`config.mk`:
```
export PLATFORM = sky130hd
export DESIGN_NAME = uart_rx_ctrl_flat
export DESIGN_NICKNAME = d
export VERILOG_FILES = /design/src/rtl/uart_rx_pkg.sv /design/src/rtl/uart_rx_ctrl_if.sv /design/src/rtl/uart_rx_ctrl_sync.sv /design/src/rtl/uart_rx_ctrl.sv /design/src/flat_wrapper.sv
export SDC_FILE = /design/constraint.sdc
export NUM_CORES = 1
export LEC_CHECK = 0
export BUFFER_PORTS_ARGS = -buffer_cell sky130_fd_sc_hd__clkbuf_2
export CAP_MARGIN = 5
export CORE_ASPECT_RATIO = 1.4
export CORE_MARGIN = 2
export CORE_UTILIZATION = 35
export DETAILED_ROUTE_END_ITERATION = 16
export PLACE_DENSITY = 0.66
export SLEW_MARGIN = 20
export SYNTH_ARGS = -nofsm -noshare
export SYNTH_HDL_FRONTEND = slang
export SYNTH_SLANG_ARGS = --single-unit
```
`constraint.sdc`:
```
create_clock -name Clock -period 2.2 [get_ports Clock]
set_clock_uncertainty 0.15 [all_clocks]
set_input_delay 0.22 -clock Clock [delete_from_list [all_inputs] [get_ports Clock]]
set_output_delay 0.22 -clock Clock [all_outputs]
set_load 0.1 [all_outputs]
```
`src/rtl/uart_rx_pkg.sv`:
```
// Shared types and constants for the UART receive sequencer: state encoding,
// oversampling ratios and the tick-count compare helper.
package uart_rx_pkg;

    typedef enum logic [2:0] {
        IDLE,
        START,
        DATA,
        PARITY,
        STOP,
        DONE
    } rx_state_t;

    localparam int OVS_HIGH = 16;
    localparam int OVS_LOW  = 8;

    // Tick count at which a decision is taken: mid start bit (half) or end of a full bit.
    function automatic logic [3:0] ovs_last(input logic ovs16, input logic half);
        int n;
        n = ovs16 ? OVS_HIGH : OVS_LOW;
        return half ? 4'(n / 2 - 1) : 4'(n - 1);
    endfunction

endpackage

```
`src/rtl/uart_rx_ctrl_if.sv`:
```
// Host-side result bundle of the UART receiver: received word, completion
// strobe, activity indication and frame/parity error flags.
interface uart_rx_ctrl_if #(
    parameter int DATA_WIDTH = 8
);
    logic [DATA_WIDTH-1:0] DataOut;
    logic                  Done;
    logic                  Busy;
    logic                  FrameError;
    logic                  ParityError;

    modport master (output DataOut, Done, Busy, FrameError, ParityError);
    modport slave  (input  DataOut, Done, Busy, FrameError, ParityError);
endinterface

```
`src/rtl/uart_rx_ctrl_sync.sv`:
```
// Metastability synchronizer for the asynchronous RX line; every stage resets
// to the idle-high line level so reset never looks like a start bit.
module rx_sync #(
    parameter int SYNC_STAGES = 2
) (
    input  logic Clock,
    input  logic ResetN,
    input  logic D,
    output logic Q
);
    logic [SYNC_STAGES-1:0] r_sync;

    always_ff @(posedge Clock or negedge ResetN) begin
        if (!ResetN) r_sync <= '1;
        else         r_sync <= {r_sync[SYNC_STAGES-2:0], D};
    end

    assign Q = r_sync[SYNC_STAGES-1];
endmodule

```
`src/rtl/uart_rx_ctrl.sv`:
```
// UART receive sequencer: start detection, mid-bit sampling, word assembly and
// frame checking. Optional parity bit and ParityType port with UART_RX_PARITY_EN.
module uart_rx_ctrl
    import uart_rx_pkg::*;
#(
    parameter int DATA_WIDTH  = 8,
    parameter int SYNC_STAGES = 2
) (
    input  logic Clock,
    input  logic ResetN,
    input  logic SampleTick,
    input  logic OverSel,
    input  logic SerialIn,
`ifdef UART_RX_PARITY_EN
    input  logic ParityType,
`endif
    uart_rx_ctrl_if.master rx_if
);
    localparam int BW = $clog2(DATA_WIDTH);
    localparam logic [BW-1:0] LAST_BIT = BW'(DATA_WIDTH - 1);

    rx_state_t             r_state, w_next;
    logic                  w_rxs;
    logic [3:0]            r_tick;
    logic [BW-1:0]         r_bit;
    logic                  r_ovs16;
    logic                  r_armed;
    logic [DATA_WIDTH-1:0] r_shift;
    logic                  r_stop;
    logic                  r_done;
    logic [DATA_WIDTH-1:0] r_data_out;
    logic                  r_frame_err;
    logic                  w_mid, w_end;

    rx_sync #(.SYNC_STAGES(SYNC_STAGES)) u_sync (
        .Clock  (Clock),
        .ResetN (ResetN),
        .D      (SerialIn),
        .Q      (w_rxs)
    );

    assign w_mid = SampleTick && (r_tick == ovs_last(r_ovs16, 1'b1));
    assign w_end = SampleTick && (r_tick == ovs_last(r_ovs16, 1'b0));

    always_ff @(posedge Clock or negedge ResetN) begin
        if (!ResetN) r_state <= IDLE;
        else         r_state <= w_next;
    end

    always_comb begin
        w_next = r_state;
        case (r_state)
            IDLE:   if (!w_rxs && r_armed) w_next = START;
            START:  if (w_mid) w_next = w_rxs ? IDLE : DATA;
            DATA: begin
                if (w_end && r_bit == LAST_BIT) begin
`ifdef UART_RX_PARITY_EN
                    w_next = PARITY;
`else
                    w_next = STOP;
`endif
                end
            end
            PARITY: if (w_end) w_next = STOP;
            STOP:   if (w_end) w_next = DONE;
            DONE:   w_next = IDLE;
            default: w_next = IDLE;
        endcase
    end

    // A tick coinciding with a state change is swallowed; each state counts from 0.
    always_ff @(posedge Clock or negedge ResetN) begin
        if (!ResetN) begin
            r_tick      <= '0;
            r_bit       <= '0;
            r_ovs16     <= 1'b1;
            r_armed     <= 1'b1;
            r_done      <= 1'b0;
            r_data_out  <= '0;
            r_frame_err <= 1'b0;
        end else begin
            if (r_state != w_next)
                r_tick <= '0;
            else if (SampleTick)
                r_tick <= (r_tick == ovs_last(r_ovs16, 1'b0)) ? 4'd0 : r_tick + 4'd1;

            if (r_state == IDLE) r_ovs16 <= OverSel;

            if (r_state == START)             r_bit <= '0;
            else if (r_state == DATA && w_end) r_bit <= r_bit + BW'(1);

            // A broken stop bit disarms start detection until the line is seen high again.
            if (r_state == DONE) r_armed <= r_stop;
            else if (w_rxs)      r_armed <= 1'b1;

            r_done <= (r_state == DONE);
            if (r_state == DONE) begin
                r_data_out  <= r_shift;
                r_frame_err <= !r_stop;
            end
        end
    end

    always_ff @(posedge Clock) begin
        if (r_state == DATA && w_end) r_shift <= {w_rxs, r_shift[DATA_WIDTH-1:1]};
        if (r_state == STOP && w_end) r_stop  <= w_rxs;
    end

`ifdef UART_RX_PARITY_EN
    logic r_perr;
    logic r_parity_err;

    always_ff @(posedge Clock) begin
        if (r_state == PARITY && w_end) r_perr <= ((^r_shift) ^ w_rxs) != ParityType;
    end

    always_ff @(posedge Clock or negedge ResetN) begin
        if (!ResetN)              r_parity_err <= 1'b0;
        else if (r_state == DONE) r_parity_err <= r_perr;
    end

    assign rx_if.ParityError = r_parity_err;
`else
    assign rx_if.ParityError = 1'b0;
`endif

    assign rx_if.DataOut    = r_data_out;
    assign rx_if.Done       = r_done;
    assign rx_if.Busy       = (r_state != IDLE);
    assign rx_if.FrameError = r_frame_err;
endmodule

```
`src/flat_wrapper.sv`:
```
// flat-port wrapper written by rule: the top's interface ports become plain ports
module uart_rx_ctrl_flat import uart_rx_pkg::*;
#(
    parameter int DATA_WIDTH  = 8,
    parameter int SYNC_STAGES = 2
)
  (Clock, ResetN, SampleTick, OverSel, SerialIn, rx_if_DataOut, rx_if_Done, rx_if_Busy, rx_if_FrameError, rx_if_ParityError);
  uart_rx_ctrl_if #(.DATA_WIDTH(DATA_WIDTH)) rx_if_i ();
  input  logic Clock;
  input  logic ResetN;
  input  logic SampleTick;
  input  logic OverSel;
  input  logic SerialIn;
  output wire logic [$bits(rx_if_i.DataOut)-1:0] rx_if_DataOut;
  output wire logic [$bits(rx_if_i.Done)-1:0] rx_if_Done;
  output wire logic [$bits(rx_if_i.Busy)-1:0] rx_if_Busy;
  output wire logic [$bits(rx_if_i.FrameError)-1:0] rx_if_FrameError;
  output wire logic [$bits(rx_if_i.ParityError)-1:0] rx_if_ParityError;
  assign rx_if_DataOut = rx_if_i.DataOut;
  assign rx_if_Done = rx_if_i.Done;
  assign rx_if_Busy = rx_if_i.Busy;
  assign rx_if_FrameError = rx_if_i.FrameError;
  assign rx_if_ParityError = rx_if_i.ParityError;
  uart_rx_ctrl #(.DATA_WIDTH(DATA_WIDTH), .SYNC_STAGES(SYNC_STAGES)) u_core (.Clock(Clock), .ResetN(ResetN), .SampleTick(SampleTick), .OverSel(OverSel), .SerialIn(SerialIn), .rx_if(rx_if_i));
endmodule
```
After elaboration in Yosys (flattened, before gate mapping)
Index checks and enable logic that the tools add are counted.
- register bits: 33
- bits in latches: 0
- RAM bits: 0
- ROM bits: 0
- input bits: 5
- output and inout bits: 12
- word-level logic and storage cells: 54
- memories: 0
- add/sub/neg operators: 5
- $mul: 0
- div/mod/pow operators: 0
- magnitude comparators: 0
- equal/unequal tests: 9
- shifts and indexed selects: 0
- muxes and demuxes: 15
- bitwise logic cells: 1
- reduce and logical (&&, ||, !) cells: 13
- operators by type and width (operator ; number):
    two-way mux 3 bit ; 7
    case mux 3 bit (5 select lines) ; 1
    two-way mux 4 bit ; 3
    == test 3 bit, second input constant ; 3
    == test 4 bit ; 2
    subtractor 4 x 2 -> 4 bit, second input constant ; 2
    == test 3 x 2 -> 1 bit, second input constant ; 2
    logical AND 1 bit ; 6
    nonzero test 2 bit ; 3
    two-way mux 5 bit ; 1
    adder 4 x 1 -> 4 bit ; 1
    adder 4 x 1 -> 4 bit, second input constant ; 1
    adder 3 x 1 -> 3 bit, second input constant ; 1
    == test 3 x 1 -> 1 bit, second input constant ; 1
    logical NOT 3 bit ; 1
    != test 3 bit ; 1
    nonzero test 3 bit ; 1
    logical NOT 1 bit ; 2
    two-way mux 1 bit ; 2
    two-way mux 2 bit ; 1
    AND 1 bit, first input constant ; 1

Longest topological paths before layout
Gate-level depths: netlist (run 1).
- word-level depth: 10
- mapped depth: 5
- gate-level depth less buffers: 5

By module
From an unflattened synthesis (run 1), not the netlist that was laid out.
- cells, all modules: 112
- area, all modules: 1411.4 um^2
- by module, submodules not included (module ; instances ; cells each ; area each (um^2) ; sequential area each (um^2)):
    uart_rx_ctrl ; 1 ; 110 ; 1358.8 ; 823.3
    rx_sync ; 1 ; 2 ; 52.6 ; 52.6

Worst setup path after synthesis (run 1)
OpenSTA, ideal clock, no wires.
- kind: reg2reg
- from: register u_core.r_ovs16
- to: register u_core.r_shift[0] (enable)
- arrival: 1467 ps
- data required time: 1667 ps
- path slack: 200 ps
- stages on the path, launching flop included: 4
- path buffers: 0
- clock period less this slack: 2000 ps
- cell sequence: dfstp_2 > xnor2_2 > nand2_4 > nor3_1
- longest elaborated chain between the ends: 5
- RTL lines (element ; RTL line ; source):
    start, declared ; uart_rx_ctrl.sv:26 ; logic r_ovs16;
    start signal, assigned ; uart_rx_ctrl.sv:87 ; if (r_state == IDLE) r_ovs16 <= OverSel;
    two-way mux 5 bit ; uart_rx_pkg.sv:20 ; n = ovs16 ? OVS_HIGH : OVS_LOW;
    subtractor 4 x 2 -> 4 bit ; uart_rx_pkg.sv:21 ; return half ? 4'(n / 2 - 1) : 4'(n - 1);
    == test 4 bit ; uart_rx_ctrl.sv:43 ; assign w_end = SampleTick && (r_tick == ovs_last(r_ovs16, 1'b0));
    logical AND 1 bit ; uart_rx_ctrl.sv:43 ;
    logical AND 1 bit ; uart_rx_ctrl.sv:105 ; if (r_state == DATA && w_end) r_shift <= {w_rxs, r_shift[DATA_WIDTH-1:1]};
    end signal, assigned ; uart_rx_ctrl.sv:105 ;
    end, declared ; uart_rx_ctrl.sv:28 ; logic [DATA_WIDTH-1:0] r_shift;
Every way passes these cells.
A chain may end at the register's enable or synchronous reset.

Final worst setup path (run 1)
- from: register u_core.r_state[0]
- to: output rx_if_Busy
- longest elaborated chain between the ends: 1
- RTL lines (element ; RTL line ; source):
    start, declared ; uart_rx_ctrl.sv:22 ; rx_state_t r_state, w_next;
    start signal, assigned ; uart_rx_ctrl.sv:47 ; else r_state <= w_next;
    nonzero test 3 bit ; uart_rx_ctrl.sv:129 ; assign rx_if.Busy = (r_state != IDLE);
    end, declared ; flat_wrapper.sv:16 ; output wire logic [$bits(rx_if_i.Busy)-1:0] rx_if_Busy;
Every way passes these cells.

==> results of run 1 <==
## critical path, cell delays in order (launching register included)
cell	delay [ns]
dfrtp_1	0.70
nor3_2	0.11
inv_1	0.07
clkbuf_2	0.44
## cell type report
class                   instances  area, um^2  area share (%)
repair buffers                 19         110            6.59
clock buffers                   8        90.1            5.39
inverters                       2        7.51           0.449
multi-input cells              89         534            32.0
well taps                      43        53.8            3.22
flip-flops and latches         33         876            52.4
## stage by stage
stage,hold WS [ns],cells,utilization (%)
final,0.0197,194,42.3
after global routing,0.0184,194,42.3
after CTS,0.00972,194,42.2
after detailed placement,0.104,184,39.4
after global placement,0.0994,184,39.4
after floorplan,-0.226,130,-
## Yosys cell counts, drive strengths merged
cell type	number	area [um^2]
a31oi	1	6.26
or4	1	7.51
clkbuf	2	7.51
o211ai	6	45.0
nand2b	3	18.8
mux2i	1	10.0
dfrtp	20	500
a22oi	2	15.0
xnor2	2	25.0
edfxtp	9	270
a21oi	1	5.00
nor2	8	30.0
nand3	3	15.0
xor2	3	26.3
nor2b	2	12.5
o21ai	4	20.0
inv	1	3.75
o22ai	1	6.26
and2	2	12.5
a211o	1	8.76
dfstp	4	105
buf	4	22.5
and3	2	17.5
mux2	1	11.3
clkinv	1	3.75
a21o	1	7.51
nor3	6	30.0
nand3b	2	15.0
ha	3	37.5
nand2	27	109
nand4	1	6.26
nor4	3	18.8
conb	1	3.75
o2111ai	1	8.76
## what timing repair did
item                       in CTS  in global routing
hold endpoints to repair       21                  0
hold buffers                    2                  0
resized for setup               0                  1
setup endpoints to repair       0                  1
## power by group through the flow
stage | clock (mW) | sequential [mW] | combinational (mW)
3_3_place_gp | 0 | 0.939 | 1.05
3_5_place_dp | 0 | 0.952 | 1.07
6_report | 0.465 | 0.943 | 1.06
4_1_cts | 0.482 | 0.941 | 1.07
2_1_floorplan | 0 | 1.41 | 0.438
5_1_grt | 0.503 | 0.974 | 1.13
## flip-flops by register name, summed over array words and instances, names as in the netlist
register / count
u_core.r_ovs16: 1
u_core.r_stop: 1
u_core.r_tick: 4
u_core.r_bit: 3
u_core.rx_if.Done: 1
u_core.rx_if.DataOut: 8
u_core.rx_if.FrameError: 1
u_core.r_armed: 1
u_core.u_sync.r_sync: 2
u_core.r_state: 3
u_core.r_shift: 8
## layer usage
metal / global-route usage (%) / vias up / routed length [um]
li1: - / 496 / -
met1: 14.5 / 485 / 1100
met2: 20.4 / 20 / 1280
met3: 5.35 / 6 / 104
met4: 6.28 / 0 / 59
met5: 0 / - / 0
## cells by family after synthesis
kind of cell    Yosys count  synth area share (%)
buf+inv                   8                  2.60
mux                       2                  1.47
other cells               1                 0.260
flops                    33                  60.7
xor+xnor                  5                  3.56
simple gates             60                  20.3
compound gates           18                  8.50
fa+ha+maj                 3                  2.60
## worst min-delay path by stage
stage                  from                 endpoint  slack, ns  cells past startpoint
detailed placement   ResetN  u_core.rx_if.DataOut[1]       0.10                      1
global placement     ResetN        u_core.rx_if.Done        0.1                      1
finish              OverSel           u_core.r_ovs16       0.02                      2
CTS                 OverSel           u_core.r_ovs16       0.01                      2
global route        OverSel           u_core.r_ovs16       0.02                      2
floorplan            ResetN          u_core.r_bit[0]      -0.23                      0
==> impl_metrics.yaml, run 1 <==
status:
  status: "finished clean"
clocking:
  worstSkewPairLatency_ns: 0.28
  cts.clk_slew.worst_paths_ns: 0.06
  cts_made_buffers: 5
  numClockSinks: 33
  cts-root-buf: "clkbuf_8"
  postCtsSetupRepairBufs: 0
  cts_tree: "built"
  htree_levels: 2
  cts.path.max_buffers: 2
timing:
  fin_ws_ns: 0.215
  fin_crit_ns: 1.99
  fin_tns_setup_ns: 0
  setup_violations: 0
  maxSlewViolCount: 0
  slew_headroom_pct: 60.0
  tightest_slew_ns: 0.600
  finalCritPeriodShare_pct: 90.2
  fmax_ghz: 0.504
  rsz0062_at_grt: "false"
  hold_violations: 0
pwr:
  max-vdd-ir-drop_mv: 1.51
  seq_power_share_pct: 38.2
  combinationalPowerShare_pct: 43.0
  p_switching_mw: 1.21
  power_density_mw_per_mm2: 1480
  leakagePower_nw: 0.755
  p_int_mw: 1.26
  total_power_mw: 2.47
  power_switching_share_pct: 49.1
  power_frac_clock_pct: 18.8
worst_setup_path:
  critPathArrivalTime_ns: 1.62
  reg2reg_to: "u_core.r_state[0]"
  required_ns: 1.83
  ff2ff_path_depth: 4
  r2r_slack_ns: 0.48
  reg2reg_from: "u_core.r_state[0]"
  startpoint: "u_core.r_state[0]"
  crit_end: "rx_if_Busy"
  path_max_fanout: 19
  path_class: "flip-flop to primary output"
  worstSetupEndpointType: "primary output"
  start_kind: "flip-flop"
placed_design:
  hpwl_mm: 1.78
  finalWeightedCongestion: 0.756
  io_buffers: 15
  preCtsSetupSlack_ns: 0.467
  place_area_mm2: 0.00156
finish:
  drive_gt1_share_pct: 21.2
  fin_nets: 158
  mostFrequentLayoutCells: "26 x nand2_1, 20 x dfrtp_1, 15 x clkbuf_2"
  design_area_mm2: 0.00167
  diodes: 0
  area_delta_synth_final_pct: 15.9
  fillers: 384
  layout_commonest_cell: "nand2_1"
routing:
  wl_mm: 2.54
  vias: 1007
  avgRoutedWirePerCell_um: 13.1
  route.detailed.drc: 0
  drtAntennaViolNets: 0
  firstDrtPassIters: 4
  drtIter0Drc: 54
  viasPerCell: 5.19
run:
  drv.max_cap_violation_count: 0
floorplanning:
  die_width_um: 58.3
  die-area_mm2: 0.00466
  start_util_pct: 36.5
  coreArea_mm2: 0.00395
  rows: 27
  die_height_um: 80.0
  pin_count: 17
logic_synthesis:
  synth_area_mm2: 0.00144
  syn_inst: 130
  yosysWarnings: 0
  yosysSeqAreaShare_pct: 60.7
  syn_area_per_cell_um2: 11.1
  synth_cell_type_count: 39
  synth_seq_cells: 33
  syn_nets: 138
global_routing:
  antenna_found_initial: 0
  grt_pass1_wl_mm: 4.32
  track_usage_pct: 12.8
  overflow: 0
  grt_max_degree: 25
  grt_pass1_vias: 944
worst_hold_path:
  hold_path.class: "input port to flip-flop"
Power figures use the tool's default switching activity.
==> run 2, diff against run 1 <==
--- a/config.mk
+++ b/config.mk
@@ -12,6 +12,7 @@
 export CORE_UTILIZATION = 35
 export DETAILED_ROUTE_END_ITERATION = 16
 export PLACE_DENSITY = 0.66
+export REMOVE_ABC_BUFFERS = 1
 export SLEW_MARGIN = 20
 export SYNTH_ARGS = -nofsm -noshare
 export SYNTH_HDL_FRONTEND = slang
==> run 2 against run 1 <==
Power increased by 0.43%. Core utilization increased by 0.095 points. Register-to-register slack got worse by 0.03 ns. Combinational power about the same. Cell count increased by 0.52%. Routed wire length increased by 2.6%. Critical path depth is the same. Global-route usage up 0.80 points.
==> impl_metrics.yaml, run 2 (synthesis gave the netlist of run 1 again) <==
finish:
  fillers: 368
  mostFrequentLayoutCells: "26 x nand2_1, 20 x dfrtp_1, 15 x clkbuf_2"
  layout_commonest_cell: "nand2_1"
  fin_nets: 159
  diodes: 0
  area_delta_synth_final_pct: 16.1
  regArea_um2: 876
  drive_gt1_share_pct: 21.7
  stdcell_count: 195
  multi_input_area_um2: 529
floorplanning:
  die_height_um: 80.0
  rows: 27
  die_width_um: 58.3
  die-area_mm2: 0.00466
  start_util_pct: 36.5
  coreArea_mm2: 0.00395
  pin_count: 17
global_routing:
  grt_max_degree: 25
  overflow: 0
  grt_busiest_layer: "met2"
  use_met2_pct: 20.1
  track_usage_pct: 13.6
  use_met3_pct: 6.00
  grtUsageMet1_pct: 16.2
  antenna_found_initial: 0
  grt_pass1_vias: 1003
  grt_pass1_wl_mm: 4.71
worst_setup_path:
  start_kind: "flip-flop"
  critPathArrivalTime_ns: 1.69
  ff2ff_path_depth: 5
  path_class: "flip-flop to primary output"
  required_ns: 1.83
  worstSetupEndpointType: "primary output"
  path_max_fanout: 16
timing:
  setup_violations: 0
  hold_violations: 0
  fin_crit_ns: 2.06
  fin_tns_setup_ns: 0
  tightest_slew_ns: 0.609
  whs_ns: 0.0172
  fmax_ghz: 0.486
  finalCritPeriodShare_pct: 93.6
  rsz0062_at_grt: "false"
  maxSlewViolCount: 0
  slew_headroom_pct: 59.4
clocking:
  htree_levels: 2
  cts_tree: "built"
  cts.clk_slew.worst_paths_ns: 0.06
  numClockSinks: 33
  cts-resized-gates: 0
  cts.path.max_buffers: 2
  worstSkewPairLatency_ns: 0.29
  cts-root-buf: "clkbuf_8"
  cts_made_buffers: 5
pwr:
  leakagePower_nw: 0.760
  max-vdd-ir-drop_mv: 1.26
  power_density_mw_per_mm2: 1480
placed_design:
  dp.cells: 185
  io_buffers: 15
  hpwl_mm: 1.84
  finalWeightedCongestion: 0.762
routing:
  drtAntennaViolNets: 0
  firstDrtPassIters: 4
  wl_mm: 2.61
  avgRoutedWirePerCell_um: 13.4
  vias: 1026
  route.detailed.drc: 0
  drtIter0Drc: 48
  viasPerCell: 5.26
worst_hold_path:
  min_path_cells: 2
  hold_path.class: "input port to flip-flop"
status:
  status: "finished clean"
run:
  drv.max_cap_violation_count: 0
run 2: cell count changes in the layout (fill, tap and decap cells not counted):
cell	delta
nor3_2	-1
clkinv_2	+1
nor3_1	+1
clkbuf_1	-2
buf_4	+1
clkinv_1	+1
run 2: worst max-delay path: stages (launching register included):
cell,delay [ns]
dfrtp_1,0.55
nor3_1,0.41
inv_1,0.07
clkbuf_2,0.37
run 2: layout make-up:
cell class                 instances  area share (%)
clock buffer                       6            4.93
clock inverter                     2           0.523
inverter                           2           0.448
multi-input combinational         89            31.6
sequential                        33            52.3
tap                               43            3.21
timing repair buffer              20            7.02
run 2: worst paths after layout:
path	end	slack, ns	startpoint
setup / recovery	rx_if_Busy	0.14	u_core.r_state[1]
hold / removal	u_core.r_ovs16	0.02	OverSel
setup reg to reg	u_core.r_state[0]	0.45	u_core.r_state[0]
hold reg to reg	u_core.u_sync.r_sync[1]	0.21	u_core.u_sync.r_sync[0]
max in group asynchronous	u_core.r_state[0]	1.18	ResetN
min in group asynchronous	u_core.rx_if.DataOut[1]	0.32	ResetN
run 2: repair_timing:
action / CTS / global route
setup buffers: 0 / 0
hold buffers: 2 / 0
hold endpoints to repair: 21 / 0
run 2: metrics by stage:
step | cell area, um^2 | util, % | total power [mW] | setup slack, ns
3_3_place_gp | 1560 | 39.6 | 2.00 | 0.481
2_1_floorplan | 1410 | - | 1.83 | 0.200
4_1_cts | 1680 | 42.4 | 2.50 | 0.136
3_5_place_dp | 1560 | 39.6 | 2.03 | 0.453
5_1_grt | 1680 | 42.4 | 2.64 | 0.0346
6_report | 1680 | 42.4 | 2.48 | 0.141
run 2: report_power, final:
| part | total (mW) | switching [mW] | internal, mW |
|---|---|---|---|
| logic | 1.09 | 0.857 | 0.237 |
| clock network | 0.462 | 0.215 | 0.247 |
| registers | 0.924 | 0.150 | 0.774 |
run 2: routing by layer:
layer / part of all wire [%] / up-vias / wire (um)
met5: 0 / - / 0
met4: 2.5 / 0 / 65
met3: 4.6 / 7 / 120
met2: 50 / 26 / 1300
met1: 43 / 494 / 1130
li1: - / 499 / -
==> run 3, diff against run 2 <==
--- a/config.mk
+++ b/config.mk
@@ -5,13 +5,13 @@
 export SDC_FILE = /design/constraint.sdc
 export NUM_CORES = 1
 export LEC_CHECK = 0
+export ABC_AREA = 1
 export BUFFER_PORTS_ARGS = -buffer_cell sky130_fd_sc_hd__clkbuf_2
-export CAP_MARGIN = 5
 export CORE_ASPECT_RATIO = 1.4
 export CORE_MARGIN = 2
-export CORE_UTILIZATION = 35
+export CORE_UTILIZATION = 33
 export DETAILED_ROUTE_END_ITERATION = 16
-export PLACE_DENSITY = 0.66
+export PLACE_DENSITY = 0.64
 export REMOVE_ABC_BUFFERS = 1
 export SLEW_MARGIN = 20
 export SYNTH_ARGS = -nofsm -noshare
==> run 3 against run 2 <==
Cell area is 1.5% lower. Worst setup slack better by 0.26 ns. Flip-flop and latch count unchanged. Clock power shrank 7.4%. Cell count rose by 11%. Synthesized cell count grew 12%. Sequential share of layout area grew 0.79 points. Routed wire length decreased by 6.1%. Count of clock-buffer cells in the layout grew 1. Register-to-register slack better by 0.04 ns. Largest cell class unchanged. Largest power group is now sequential cells. Highest routed layer unchanged.
==> impl_metrics.yaml, run 3 <==
status:
  status: "finished clean"
logic_synthesis:
  synth_area_mm2: 0.00141
  synth_ff_type: "dfrtp_1"
  ys_async_sr_fraction_pct: 72.7
  synthTopCellsByCount: "52 x nand2_1, 20 x dfrtp_1, 11 x nor2_1"
  syn_inst: 146
  synth_cell_type_count: 26
  synth_seq_cells: 33
  synth_area_leaders: "dfrtp_1 35%, edfxtp_1 19%, nand2_1 14%"
  yosysWarnings: 0
  synth_top_area_share_pct: 35.4
  synth_edf_count: 9
  syn_area_per_cell_um2: 9.68
  yosysSeqAreaShare_pct: 61.9
  synth_most_common_cell: "nand2_1"
  synth_largest_area_cell: "dfrtp_1"
worst_setup_path:
  critPathArrivalTime_ns: 1.43
  crit_family: "buffers and inverters"
  path_max_fanout: 4
  path_cells: "inv_2, nand2_1, clkbuf_2"
  reg2reg_to: "u_core.r_shift[0]"
  r2r_slack_ns: 0.49
  required_ns: 1.83
  worstSetupEndpointType: "primary output"
  path_class: "flip-flop to primary output"
  slowest_delay_ns: 0.48
  reg2reg_from: "u_core.r_ovs16"
  start_kind: "flip-flop"
  cp.buffers_inverters: 2
  ff2ff_path_depth: 6
  crit_slowest_cell: "clkbuf_2"
global_routing:
  antenna_found_initial: 0
  overflow: 0
  grt_pass1_wl_mm: 4.20
  grt_pass1_vias: 989
  track_usage_pct: 12.1
  grt_max_degree: 25
finish:
  finish.utilization_pct: 39.6
  fin_nets: 178
  design_area_mm2: 0.00165
  mostFrequentLayoutCells: "52 x nand2_1, 20 x dfrtp_1, 15 x clkbuf_2"
  stdcell_count: 216
  layout_commonest_cell: "nand2_1"
  drive_gt1_share_pct: 24.0
  multi_input_area_um2: 465
  diodes: 0
  fillers: 425
  area_delta_synth_final_pct: 16.7
  regArea_um2: 876
routing:
  route.detailed.drc: 0
  avgRoutedWirePerCell_um: 11.3
  drtAntennaViolNets: 0
  viasPerCell: 4.48
  wl_mm: 2.45
  vias: 968
  firstDrtPassIters: 4
  drtIter0Drc: 46
timing:
  maxSlewViolCount: 0
  fin_tns_setup_ns: 0
  fin_crit_ns: 1.80
  fin_ws_ns: 0.399
  finalCritPeriodShare_pct: 81.9
  fmax_ghz: 0.555
  rsz0062_at_grt: "false"
  tightest_slew_ns: 0.600
  setup_violations: 0
  whs_ns: 0.145
  hold_violations: 0
  slew_headroom_pct: 60.0
clocking:
  cts-root-buf: "clkbuf_8"
  postCtsSetupRepairBufs: 0
  numClockSinks: 33
  worstSkewPairLatency_ns: 0.29
  htree_levels: 2
  cts_tree: "built"
  cts.path.max_buffers: 2
  cts-resized-gates: 0
  cts_made_buffers: 5
  cts.clk_slew.worst_paths_ns: 0.07
pwr:
  power_density_mw_per_mm2: 1000
  total_power_mw: 1.65
  leakagePower_nw: 0.836
  max-vdd-ir-drop_mv: 0.469
floorplanning:
  die_height_um: 81.4
  die_width_um: 59.3
  start_util_pct: 33.9
  coreArea_mm2: 0.00417
  die-area_mm2: 0.00483
  pin_count: 17
  rows: 28
placed_design:
  hpwl_mm: 1.76
  io_buffers: 15
  finalWeightedCongestion: 0.770
  place_area_mm2: 0.00154
  preCtsSetupSlack_ns: 0.496
  dp.cells: 205
worst_hold_path:
  hold_path.class: "input port to flip-flop"
  hold_path.startpoint: "SampleTick"
  min_path_cells: 4
  min_to: "u_core.r_tick[0]"
run:
  drv.max_cap_violation_count: 0
==> run 3: logic make-up after synthesis <==
kind of cell,Yosys count,synth area share [%]
AO/OA/AOI/OAI,12,5.04
buffers and inverters,18,5.13
AND/OR/NAND/NOR,78,24.3
adder cells (fa/ha/maj),3,2.66
flip-flops,33,61.9
XOR/XNOR,1,0.620
other,1,0.265
==> run 3: worst max path at each step <==
| stage | to | from | depth (start not counted) | slack [ns] |
|---|---|---|---|---|
| floorplan | u_core.r_tick[1] | u_core.r_state[1] | 8 | 0.21 |
| global placement | u_core.r_shift[0] | u_core.r_ovs16 | 6 | 0.53 |
| detailed placement | u_core.r_shift[6] | u_core.r_ovs16 | 6 | 0.50 |
| CTS | rx_if_Busy | u_core.r_state[0] | 3 | 0.39 |
| global route | rx_if_Busy | u_core.r_state[0] | 3 | 0.33 |
| finish | rx_if_Busy | u_core.r_state[2] | 3 | 0.40 |
==> run 3: area by class of cell <==
class | count | share of cell area, %
clock inverter | 1 | 0.227
timing repair buffer | 19 | 6.82
sequential | 33 | 53.1
inverter | 16 | 3.64
multi-input combinational | 95 | 28.2
clock buffer | 7 | 4.62
tap | 45 | 3.41
==> run 3: metal layers <==
layer  global-route usage (%)  share of wire [%]  vias to the layer above
met5                        0                  0                        -
met2                     20.0                 50                       24
met3                     4.88                4.9                        7
met4                     7.27                2.9                        0
met1                     12.7                 42                      432
li1                         -                  -                      505
==> run 3: worst min-delay path, stage by stage <==
cell and delay [ns]:
clkbuf_2 0.12, nand2_1 0.07, nand3_1 0.09, nor2_1 0.04
==> run 3: where the power goes <==
group / switching [mW] / internal, mW
Clock: 0.209 / 0.220
Sequential: 0.0533 / 0.698
Combinational: 0.347 / 0.126
Total: 0.609 / 1.04
==> run 3: what timing repair did <==
| item | 4_1_cts | 5_1_grt |
|---|---|---|
| setup endpoints to repair | 0 | 0 |
| hold buffers | 3 | 0 |
| endpoints found under the hold margin | 22 | 0 |
